`src/rtl/axi_stream_packet_pkg.sv`:
```
// Shared helpers for the AXI4-Stream packet position tracker: width calculations and the
// tuser pack/unpack convention {error at bit UW-1, byte count in bits UW-2:0, 0 meaning BPW}.
package axi_stream_packet_pkg;

    // Width of a byte-count field able to hold 0..bpw.
    function automatic int unsigned calc_uw(input int unsigned bpw);
        return $clog2(bpw + 1);
    endfunction

    // Width of a packet byte offset able to hold 0..max_bytes.
    function automatic int unsigned calc_pw(input int unsigned max_bytes);
        return $clog2(max_bytes + 1);
    endfunction

    // Build a tuser value; a full word is encoded as count 0.
    function automatic logic [31:0] uwrite(input logic error, input int unsigned bytes,
                                           input int unsigned uw, input int unsigned bpw);
        logic [31:0] cnt;
        cnt = (bytes >= bpw) ? 32'd0 : bytes;
        return cnt | (32'(error) << (uw - 1));
    endfunction

    function automatic logic get_error(input logic [31:0] tuser, input int unsigned uw);
        logic [31:0] sh;
        sh = tuser >> (uw - 1);
        return sh[0];
    endfunction

    function automatic int unsigned get_bytes(input logic [31:0] tuser, input int unsigned uw,
                                              input int unsigned bpw);
        int unsigned cnt;
        cnt = tuser & ((32'd1 << (uw - 1)) - 32'd1);
        return (cnt == 0) ? bpw : cnt;
    endfunction

endpackage

```
`src/rtl/axis_keep_popcount.sv`:
```
// Counts the set bits of a tkeep vector to give the number of valid bytes in a word.
module axis_keep_popcount #(
    parameter int unsigned BPW = 8,
    parameter int unsigned CW  = $clog2(BPW + 1)
) (
    input  logic [BPW-1:0] keep_i,
    output logic [CW-1:0]  count_o
);

    // Sum of the individual keep bits.
    always_comb begin
        count_o = '0;
        for (int i = 0; i < BPW; i++) begin
            count_o = count_o + CW'(keep_i[i]);
        end
    end

endmodule

```
`src/rtl/axi_stream_packet_if.sv`:
```
// Zero-latency AXI4-Stream pass-through that tracks the word position inside the current
// packet, the valid byte count of the current word and a sticky per-packet error flag.
// Optional feature: define AXIS_PKT_OVERFLOW_CHECK_EN to build the word-count overflow flag
// and its simulation check; otherwise overflow is tied low.
module axi_stream_packet_if
    import axi_stream_packet_pkg::*;
#(
    parameter int unsigned DATA_WIDTH       = 64,
    parameter int unsigned USER_WIDTH       = 4,
    parameter int unsigned TKEEP            = 1,
    parameter int unsigned MAX_PACKET_BYTES = 16384,
    localparam int unsigned BPW             = DATA_WIDTH / 8,
    localparam int unsigned UW              = calc_uw(BPW),
    localparam int unsigned PW              = calc_pw(MAX_PACKET_BYTES)
) (
    input  logic                  clk,
    input  logic                  rst,
    input  logic [DATA_WIDTH-1:0] s_tdata,
    input  logic [USER_WIDTH-1:0] s_tuser,
    input  logic [BPW-1:0]        s_tkeep,
    input  logic                  s_tlast,
    input  logic                  s_tvalid,
    output logic                  s_tready,
    output logic [DATA_WIDTH-1:0] m_tdata,
    output logic [USER_WIDTH-1:0] m_tuser,
    output logic [BPW-1:0]        m_tkeep,
    output logic                  m_tlast,
    output logic                  m_tvalid,
    input  logic                  m_tready,
    input  logic [PW-1:0]         query_byte,
    output logic                  reached,
    output logic [PW-1:0]         word_count,
    output logic [UW-1:0]         cur_bytes,
    output logic                  pkt_error,
    output logic                  overflow
);

    localparam int unsigned   SatWords = MAX_PACKET_BYTES / BPW;
    localparam logic [PW-1:0] WordSat  = PW'(SatWords);
    localparam logic [PW:0]   BpwExt   = (PW + 1)'(BPW);
    localparam logic [UW-1:0] BpwU     = UW'(BPW);

    logic          xfer;
    logic [PW-1:0] word_count_q, word_count_d;
    logic          err_q, err_d;
    logic [PW:0]   end_byte;
    logic [UW-1:0] last_bytes;

    assign m_tdata  = s_tdata;
    assign m_tuser  = s_tuser;
    assign m_tkeep  = s_tkeep;
    assign m_tlast  = s_tlast;
    assign m_tvalid = s_tvalid;
    assign s_tready = m_tready;

    assign xfer = s_tvalid & m_tready;

    // One byte past the end of the current word; one extra bit so it never wraps.
    assign end_byte   = ({1'b0, word_count_q} + (PW + 1)'(1)) * BpwExt;
    assign reached    = {1'b0, query_byte} < end_byte;
    assign word_count = word_count_q;
    assign pkt_error  = get_error(32'(s_tuser), UW) | err_q;

    if (TKEEP != 0) begin : g_keep
        axis_keep_popcount #(
            .BPW(BPW),
            .CW (UW)
        ) u_popcount (
            .keep_i (s_tkeep),
            .count_o(last_bytes)
        );
    end else begin : g_user
        assign last_bytes = UW'(get_bytes(32'(s_tuser), UW, BPW));
    end

    // Only the last word of a packet can be partial.
    assign cur_bytes = s_tlast ? last_bytes : BpwU;

    // Next position/error state; a last-word transfer wins over a simultaneous error set.
    always_comb begin
        word_count_d = word_count_q;
        err_d        = err_q;
        if (xfer) begin
            if (s_tlast) begin
                word_count_d = '0;
                err_d        = 1'b0;
            end else begin
                err_d = pkt_error;
                if (word_count_q != WordSat) begin
                    word_count_d = word_count_q + PW'(1);
                end
            end
        end
    end

    // Position and error registers.
    always_ff @(posedge clk or negedge rst) begin
        if (!rst) begin
            word_count_q <= '0;
            err_q        <= 1'b0;
        end else begin
            word_count_q <= word_count_d;
            err_q        <= err_d;
        end
    end

`ifdef AXIS_PKT_OVERFLOW_CHECK_EN
    logic ovf_q, ovf_d;
    logic sat_push;

    // A non-last word accepted while the count is already pinned at its maximum.
    assign sat_push = xfer & ~s_tlast & (word_count_q == WordSat);

    // Sticky overflow until the packet ends.
    always_comb begin
        ovf_d = ovf_q;
        if (xfer & s_tlast) begin
            ovf_d = 1'b0;
        end else if (sat_push) begin
            ovf_d = 1'b1;
        end
    end

    // Overflow register.
    always_ff @(posedge clk or negedge rst) begin
        if (!rst) begin
            ovf_q <= 1'b0;
        end else begin
            ovf_q <= ovf_d;
        end
    end

    assign overflow = ovf_q;

    // Simulation check for packets longer than MAX_PACKET_BYTES.
    always_ff @(posedge clk) begin
        if (rst) begin
            assert (!sat_push)
            else $warning("axi_stream_packet_if: packet exceeds MAX_PACKET_BYTES");
        end
    end
`else
    assign overflow = 1'b0;
`endif

endmodule

```
`config.mk`:
```
export PLATFORM = sky130hd
export DESIGN_NAME = axi_stream_packet_if
export DESIGN_NICKNAME = d
export VERILOG_FILES = /design/src/rtl/axi_stream_packet_pkg.sv /design/src/rtl/axis_keep_popcount.sv /design/src/rtl/axi_stream_packet_if.sv
export SDC_FILE = /design/constraint.sdc
export NUM_CORES = 1
export LEC_CHECK = 0
export CORE_ASPECT_RATIO = 0.6
export CORE_MARGIN = 2
export CORE_UTILIZATION = 28
export DETAILED_ROUTE_END_ITERATION = 8
export PLACE_DENSITY = 0.87
export SLEW_MARGIN = 25
export SYNTH_ARGS = -nofsm -noshare
export SYNTH_HDL_FRONTEND = slang
export SYNTH_HIERARCHICAL = 1
export SYNTH_SLANG_ARGS = --single-unit
```
`constraint.sdc`:
```
create_clock -name clk -period 3.85 [get_ports clk]
set_input_delay 0.77 -clock clk [delete_from_list [all_inputs] [get_ports clk]]
set_output_delay 0.77 -clock clk [all_outputs]
set_load 0.01 [all_outputs]
```
## Yosys cells after proc, flatten, opt, wreduce, memory -nomap -nowiden

Cells that the tools add are included.

- Flip-flop bits (word level): 16
- Input port bits: 96
- Output and inout bits: 101
- Word-level logic and storage cells: 21

- Eq/ne operators: 1
- Bitwise gates (word level): 2
- Add/sub/neg operators: 9
- Multiplexer cells: 4
- Reductions and logical operators: 2
- Order comparisons: 1

Operator list:

| operator | count |
|---|---|
| 15-bit two-way mux | 2 |
| 4-bit by 1-bit adder with 4-bit output | 6 |
| 15-bit by 16-bit less-than comparator with 1-bit output | 1 |
| 15-bit by 1-bit adder with 15-bit output, second input constant | 1 |
| 15-bit by 12-bit != test with 1-bit output, second input constant | 1 |
| 13-bit by 1-bit adder with 13-bit output, second input constant | 1 |
| 4-bit two-way mux | 1 |
| 1-bit by 1-bit adder with 2-bit output | 1 |
| 2-bit AND reduction | 1 |
| 2-bit nonzero test | 1 |
| 1-bit bitwise AND | 1 |
| 1-bit two-way mux | 1 |
| 1-bit OR | 1 |

## Logic depth before layout (Yosys ltp)

Gate-level depths: netlist of run 1.

- Depth after elaboration: 8
- Depth in mapped cells: 10

## Cells and area by module

The synthesis of run 1 kept the hierarchy.

By module, submodules not included:

| module | cells each | seq. area each (um^2) | instances | area each (um^2) |
|---|---|---|---|---|
| axi_stream_packet_if | 228 | 400.4 | 1 | 1923.1 |
| axis_keep_popcount | 24 | 0.0 | 1 | 190.2 |

## Least setup slack after synthesis of run 1

No wires, ideal clock.

- Path kind: in2out
- From: input port s_tkeep[0]
- To: output port cur_bytes[1]
- Data required time: 3080 ps
- Stages on the path: 10
- Data arrival time: 3118 ps
- Path slack: -38 ps
- Buffers on the path: 0
- Cell sequence: inv_1 > fa_1 > fa_1 > fa_1 > inv_1 > ha_1 > inv_1 > fa_1 > inv_1 > and2_1

- Longest elaborated chain between the ends: 8

RTL lines:

| what | RTL line | text |
|---|---|---|
| from (decl) | axi_stream_packet_if.sv:20 | `input logic [BPW-1:0] s_tkeep,` |
| 1-bit by 1-bit adder with 2-bit output | axis_keep_popcount.sv:14 | `count_o = count_o + CW'(keep_i[i]);` |
| 4-bit by 1-bit adder with 4-bit output (6 in a row) | axis_keep_popcount.sv:14 |  |
| net last_bytes[1] | axi_stream_packet_if.sv:47 | `logic [UW-1:0] last_bytes;` |
| 4-bit two-way mux | axi_stream_packet_if.sv:77 | `assign cur_bytes = s_tlast ? last_bytes : BpwU;` |
| to (decl) | axi_stream_packet_if.sv:33 | `output logic [UW-1:0] cur_bytes,` |

The timed path passes the listed nets, and every way through them passes these cells.

## Final worst setup path of run 1

- From: input port s_tkeep[3]
- To: output port cur_bytes[1]

- Longest elaborated chain between the ends: 6

RTL lines:

| what | RTL line |
|---|---|
| 4-bit by 1-bit adder with 4-bit output (5 in a row) | axis_keep_popcount.sv:14 |
| net last_bytes[1] | axi_stream_packet_if.sv:47 |
| 4-bit two-way mux | axi_stream_packet_if.sv:77 |

The timed path passes the listed nets, and every way through them passes these cells.

==> impl_metrics.yaml, run 1 <==
yosys:
  synth_edf_count: 0
  synthArstFlopShare_pct: 100.0
  synthCells: 252
  synth_warnings: 6
  synthesis.area_sq_um: 2113
  syn_avg_cell_area_sq_um: 8.386
  synth_flop_cell: "dfrtp_1"
  synth_cell_type_count: 42
  synth_seq_cells: 16
  ys_seq_area_share_pct: 18.95
  synth_fp_nets: 369
clocking:
  cts_sinks: 16
  cts-root-buf: "clkbuf_16"
  ctsHoldBuffers: 0
  clk_pin_slew_ps: 50
  cts_max_level: 1
  insertion_delay_ps: 250
  clk_path_buf_depth: 2
  cts_tree: "yes"
  numCtsBuffers: 3
critical_path:
  crit_chain: "buf_8 > inv_4 > fa_1 > fa_1 > fa_1 > inv_2 > ha_4 > inv_2 > fa_2 > inv_1 > and2_4 > buf_6"
  reg2reg_to: "word_count[14]"
  crit_type: "primary input to output port"
  critPathCaptureType: "output port"
  rrSetupSlack_ps: 1910
  crit_arrival_ps: 3370
  cp_common_cell: "fa_1"
  cp-start-kind: "primary input"
  timing.rr.start: "word_count[1]"
  rr_worst_depth: 6
  required_ps: 3080
  critPathMaxFanout: 2
  setup.worst_path.start: "s_tkeep[3]"
  cpMaxStageDelayCell: "fa_1"
  endpoint: "cur_bytes[1]"
  slowest_delay_ps: 550
power:
  clkPwrFrac_pct: 27.9
  switchingPower_mw: 0.2715
  p_sw_share_pct: 33.14
  power_mw: 0.8191
  p_seq_share_pct: 27.7
  power.internal_mw: 0.5476
  p_per_area_nw_per_um2: 339.7
  ir_drop_mv: 0.1458
  p_leak_nw: 1.006
  power_frac_comb_pct: 44.4
layout:
  finalCoreUtilization_pct: 33.04
  num-fill-cells: 727
  design_area_sq_um: 2411
  syn_to_final_growth_pct: 14.09
  layout-drive-gt1-share_pct: 21.76
  register_area_sq_um: 410.4
  layout.nets: 357
  mostFrequentLayoutCells: "51 x clkdlybuf4s50_1, 19 x nand2_1, 16 x ha_1"
  multi_input_comb_area_sq_um: 1027
  layout_commonest_cell: "clkdlybuf4s50_1"
  n_antenna_cell: 0
die:
  initial_core_util_pct: 28.96
  ios: 197
  num_rows: 24
  die_h_um: 71.30
  die-area_sq_um: 8281
  fp.dieW_um: 116.2
  core-area_sq_um: 7297
timing:
  final_max_slew_viol_count: 0
  whs_ps: 490.9
  worst_slack_ps: -294.3
  rsz0062_at_grt: "yes"
  finalSetupViolCount: 3
  hold_viol: 0
  max_freq_mhz: 241.3
  setup_tns_ps: -744.9
  skew_ps: 6.228
  timing.final.crit_share_pct: 107.6
  worst_pin_slew_ps: 788.1
  relSlewSlack_pct: 47.30
  post-route-min-period_ps: 4144
drt:
  wirelength_mm: 5.290
  first_iter_violations: 116
  vias: 1638
  firstDrtPassIters: 4
  drc: 0
  via_per_inst: 4.776
  ant_nets: 0
  wl_per_cell_um: 15.42
global_route:
  grt_pass1_vias: 1541
  gr-total-overflow: 0
  use_met2_pct: 17.41
  use_met1_pct: 17.88
  gr-usage-met3_pct: 5.838
  grt_pass1_wl_mm: 8.100
  grt_max_degree: 25
  grt_use_total_pct: 12.63
  antenna_found_initial: 0
  grt-busiest-layer: "met1"
place:
  hpwl_mm: 4.127
  port_buffers: 58
  placed_cell_area_sq_um: 2208
  gp_congestion: 0.8801
status:
  status: "finished, violations left"
  failed_checks: "negative setup slack"
flow_run:
  drv_cap: 0
worst_hold_path:
  hold_path_class: "flop to flop"
Yosys cell counts (3+ instances only):
cell,instances,area share [%]
nand3_1,5,1.2
o31ai_1,4,1.4
and2_1,8,2.4
xnor2_1,3,1.2
buf_2,4,0.95
nor4b_1,3,1.2
inv_1,18,3.2
fa_1,4,3.8
nand2_1,19,3.4
buf_4,83,29
dfrtp_1,16,19
nor3b_1,3,1.1
ha_1,17,10
xor2_1,9,3.7
nor4_1,4,1.2
a21oi_1,6,1.4
o21ai_0,7,1.7
nand4_1,5,1.5
nor2_1,3,0.53
layout make-up:
type / instances / area share [%]
clock buffers: 4 / 3.684
inverters: 18 / 2.906
multi-input cells: 128 / 42.61
flip-flops and latches: 16 / 17.02
well taps: 104 / 5.397
repair buffers: 73 / 28.39
state kept, by name (all words and copies together) (netlist names):
name and cells:
word_count 15, err_q 1
worst min-delay path by stage:
stage          endpoint  cells past startpoint  start  slack [ps]
2_1_floorplan     err_q                      2  err_q         460
3_3_place_gp      err_q                      2  err_q         480
3_5_place_dp      err_q                      2  err_q         480
4_1_cts           err_q                      2  err_q         490
5_1_grt           err_q                      2  err_q         570
6_report          err_q                      2  err_q         490
through the flow:
step / setup WS (ps) / std cells
after detailed placement: -1155 / 330
after global placement: -1071 / 330
after CTS: -431.8 / 336
final: -294.3 / 343
after global routing: -368.5 / 343
after floorplan: -26.45 / 252
repair_timing:
| action | 4_1_cts | 5_1_grt |
|---|---|---|
| endpoints found under the setup margin | 5 | 4 |
| setup buffers | 2 | 9 |
| resized for setup | 44 | 14 |
| pin swaps | 5 | 6 |
power by group through the flow:
stage / Clock, mW / Combinational (mW) / Sequential (mW)
3_5_place_dp: 0 / 0.327 / 0.230
2_1_floorplan: 0 / 0.255 / 0.222
6_report: 0.229 / 0.364 / 0.227
3_3_place_gp: 0 / 0.314 / 0.227
5_1_grt: 0.240 / 0.405 / 0.231
4_1_cts: 0.232 / 0.341 / 0.228
kinds of logic after synthesis:
| family | count (synthesis) | synth area share [%] |
|---|---|---|
| buffers and inverters | 108 | 34.58 |
| AND/OR/NAND/NOR | 63 | 17.29 |
| flip-flops | 16 | 18.95 |
| adder cells (fa/ha/maj) | 21 | 13.85 |
| other | 1 | 0.1774 |
| AO/OA/AOI/OAI | 30 | 9.710 |
| XOR/XNOR | 12 | 4.974 |
| multiplexers | 1 | 0.4737 |
critical path, delay by kind of cell:
kind	cells	cell delay (ps)
adder cells (fa/ha/maj)	5	2090
buffers and inverters	6	380
AND/OR/NAND/NOR	1	140
per-layer routing:
| metal | routed length (um) | part of all wire (%) | vias up |
|---|---|---|---|
| met2 | 2286 | 43 | 102 |
| li1 | - | - | 747 |
| met1 | 2422 | 46 | 779 |
| met5 | 0 | 0 | - |
| met4 | 55 | 1.0 | 0 |
| met3 | 525 | 9.9 | 10 |
(Power assumes the default switching activity.)
==> inputs of run 2 (changes only) <==
Settings changed: CORE_MARGIN 2 to 3.
==> run 2 against run 1 <==
  * The flow still finishes with violations (negative setup slack)
  * Core utilization up 1.5 points
  * Sequential cell count is the same
  * Clock power barely moved
  * Count of clock-buffer cells in the layout is the same
  * First-iteration DRC count rose by 25%
  * Combinational power is essentially flat
  * Sequential share of layout area barely moved
  * Non-clock buffer count unchanged
  * Wire length increased by 3.1%
  * Global-route usage decreased by 0.63 points
  * Clock skew is 2.1 ps lower
  * Critical path type unchanged
  * Critical endpoint unchanged
==> impl_metrics.yaml, run 2 (synthesis gave the netlist of run 1 again) <==
layout:
  design_area_sq_um: 2414
  num-fill-cells: 694
  n_antenna_cell: 0
  finalCoreUtilization_pct: 34.51
  syn_to_final_growth_pct: 14.21
  register_area_sq_um: 411.6
  multi_input_comb_area_sq_um: 1011
  mostFrequentLayoutCells: "48 x clkdlybuf4s50_1, 19 x nand2_1, 16 x ha_1"
  largest_reg_flops: 15
  layout.nets: 357
  layout_commonest_cell: "clkdlybuf4s50_1"
  stdcell_count: 339
  layout-drive-gt1-share_pct: 21.34
critical_path:
  critPathMaxFanout: 2
  cp_top_family: "adder cells"
  crit_type: "primary input to output port"
  required_ps: 3080
  critPathCaptureType: "output port"
  cp-start-kind: "primary input"
  crit_chain: "buf_8 > inv_4 > fa_1 > fa_1 > fa_1 > inv_2 > ha_4 > inv_2 > fa_2 > inv_2 > and2_4 > buf_6"
  cpMaxStageDelayCell: "fa_1"
  crit_arrival_ps: 3360
  slowest_delay_ps: 550
  worst-path-buf-inv: 6
clocking:
  cts_sinks: 16
  clk_pin_slew_ps: 50
  cts_tree: "yes"
  clk_path_buf_depth: 2
  insertion_delay_ps: 250
  numCtsBuffers: 3
  cts-root-buf: "clkbuf_16"
  cts_max_level: 1
die:
  ios: 197
  die_h_um: 73.30
  fp.dieW_um: 118.2
  initial_core_util_pct: 30.22
  num_rows: 23
  core-area_sq_um: 6993
  die-area_sq_um: 8660
drt:
  wirelength_mm: 5.452
  wl_per_cell_um: 16.08
  via_per_inst: 4.729
  firstDrtPassIters: 4
  vias: 1603
  drc: 0
  ant_nets: 0
  first_iter_violations: 145
place:
  gp_congestion: 0.8986
  place_inst: 328
  preCtsSetupSlack_ps: -1182
  placed_cell_area_sq_um: 2218
  hpwl_mm: 4.386
  port_buffers: 58
global_route:
  grt_use_total_pct: 12.00
  grt_pass1_vias: 1501
  grt_pass1_wl_mm: 8.280
  grt_max_degree: 25
  antenna_found_initial: 0
  gr-total-overflow: 0
flow_run:
  drv_cap: 0
timing:
  post-route-min-period_ps: 4133
  worst_slack_ps: -283.0
  whs_ps: 500.1
  finalSetupViolCount: 3
  skew_ps: 4.119
  hold_viol: 0
  rsz0062_at_grt: "yes"
  timing.final.crit_share_pct: 107.4
  final_max_slew_viol_count: 0
  relSlewSlack_pct: 48.07
  max_freq_mhz: 242.0
  worst_pin_slew_ps: 776.5
power:
  p_leak_nw: 1.023
  p_per_area_nw_per_um2: 340.3
  ir_drop_mv: 0.1592
status:
  failed_checks: "negative setup slack"
  status: "finished, violations left"
worst_hold_path:
  hold_path_class: "flop to flop"
## run 2: changes by cell type in the layout (fill, tap and decap cells not counted), sizes merged
cell	previous run	this run
buf	22	21
dlymetal6s2s	0	3
clkdlybuf4s50	51	48
clkdlybuf4s15	0	1
## run 2: what timing repair did
action | in CTS | in global routing
gates resized for setup | 44 | 14
setup buffers | 5 | 3
pin swaps | 6 | 4
hold buffers | 0 | 0
endpoints found under the setup margin | 5 | 5
## run 2: final timing paths
check | slack [ps] | cells after the start | endpoint | from
max | -280 | 12 | cur_bytes[1] | s_tkeep[0]
min | 500 | 2 | err_q | err_q
max reg2reg | 1700 | 6 | word_count[14] | word_count[0]
min reg2reg | 500 | 2 | err_q | err_q
max in group asynchronous | 2340 | 1 | word_count[8] | rst
min in group asynchronous | 980 | 1 | word_count[5] | rst
## run 2: area by class of cell
type	instances	area share, %
multi-input cells	128	41.89
repair buffers	73	29.29
flip-flops and latches	16	17.06
well taps	100	5.184
clock buffers	4	3.681
inverters	18	2.903
## run 2: metrics by stage
stage	setup TNS (ps)	total power, mW
after floorplan	-48.73	0.4762
after global placement	-3666	0.5481
after detailed placement	-3883	0.5657
after CTS	-1012	0.8210
after global routing	-1007	0.8705
final	-753.5	0.8213
## run 2: per-layer routing
metal / vias up / part of all wire (%) / GRT usage (%)
met5: - / 0 / 0
met4: 0 / 0.17 / 1.948
met3: 4 / 8.7 / 6.000
met2: 80 / 45 / 17.39
met1: 777 / 46 / 16.28
li1: 742 / - / -
## run 2: report_power, final
| group | internal [mW] | switching (mW) |
|---|---|---|
| Clock | 0.158 | 0.0695 |
| Combinational | 0.200 | 0.164 |
| Sequential | 0.191 | 0.0390 |
## run 2: worst min-delay path, stage by stage (launching register included)
cell	delay (ps)
dfrtp_1	340
a31oi_1	40
nor2_1	70
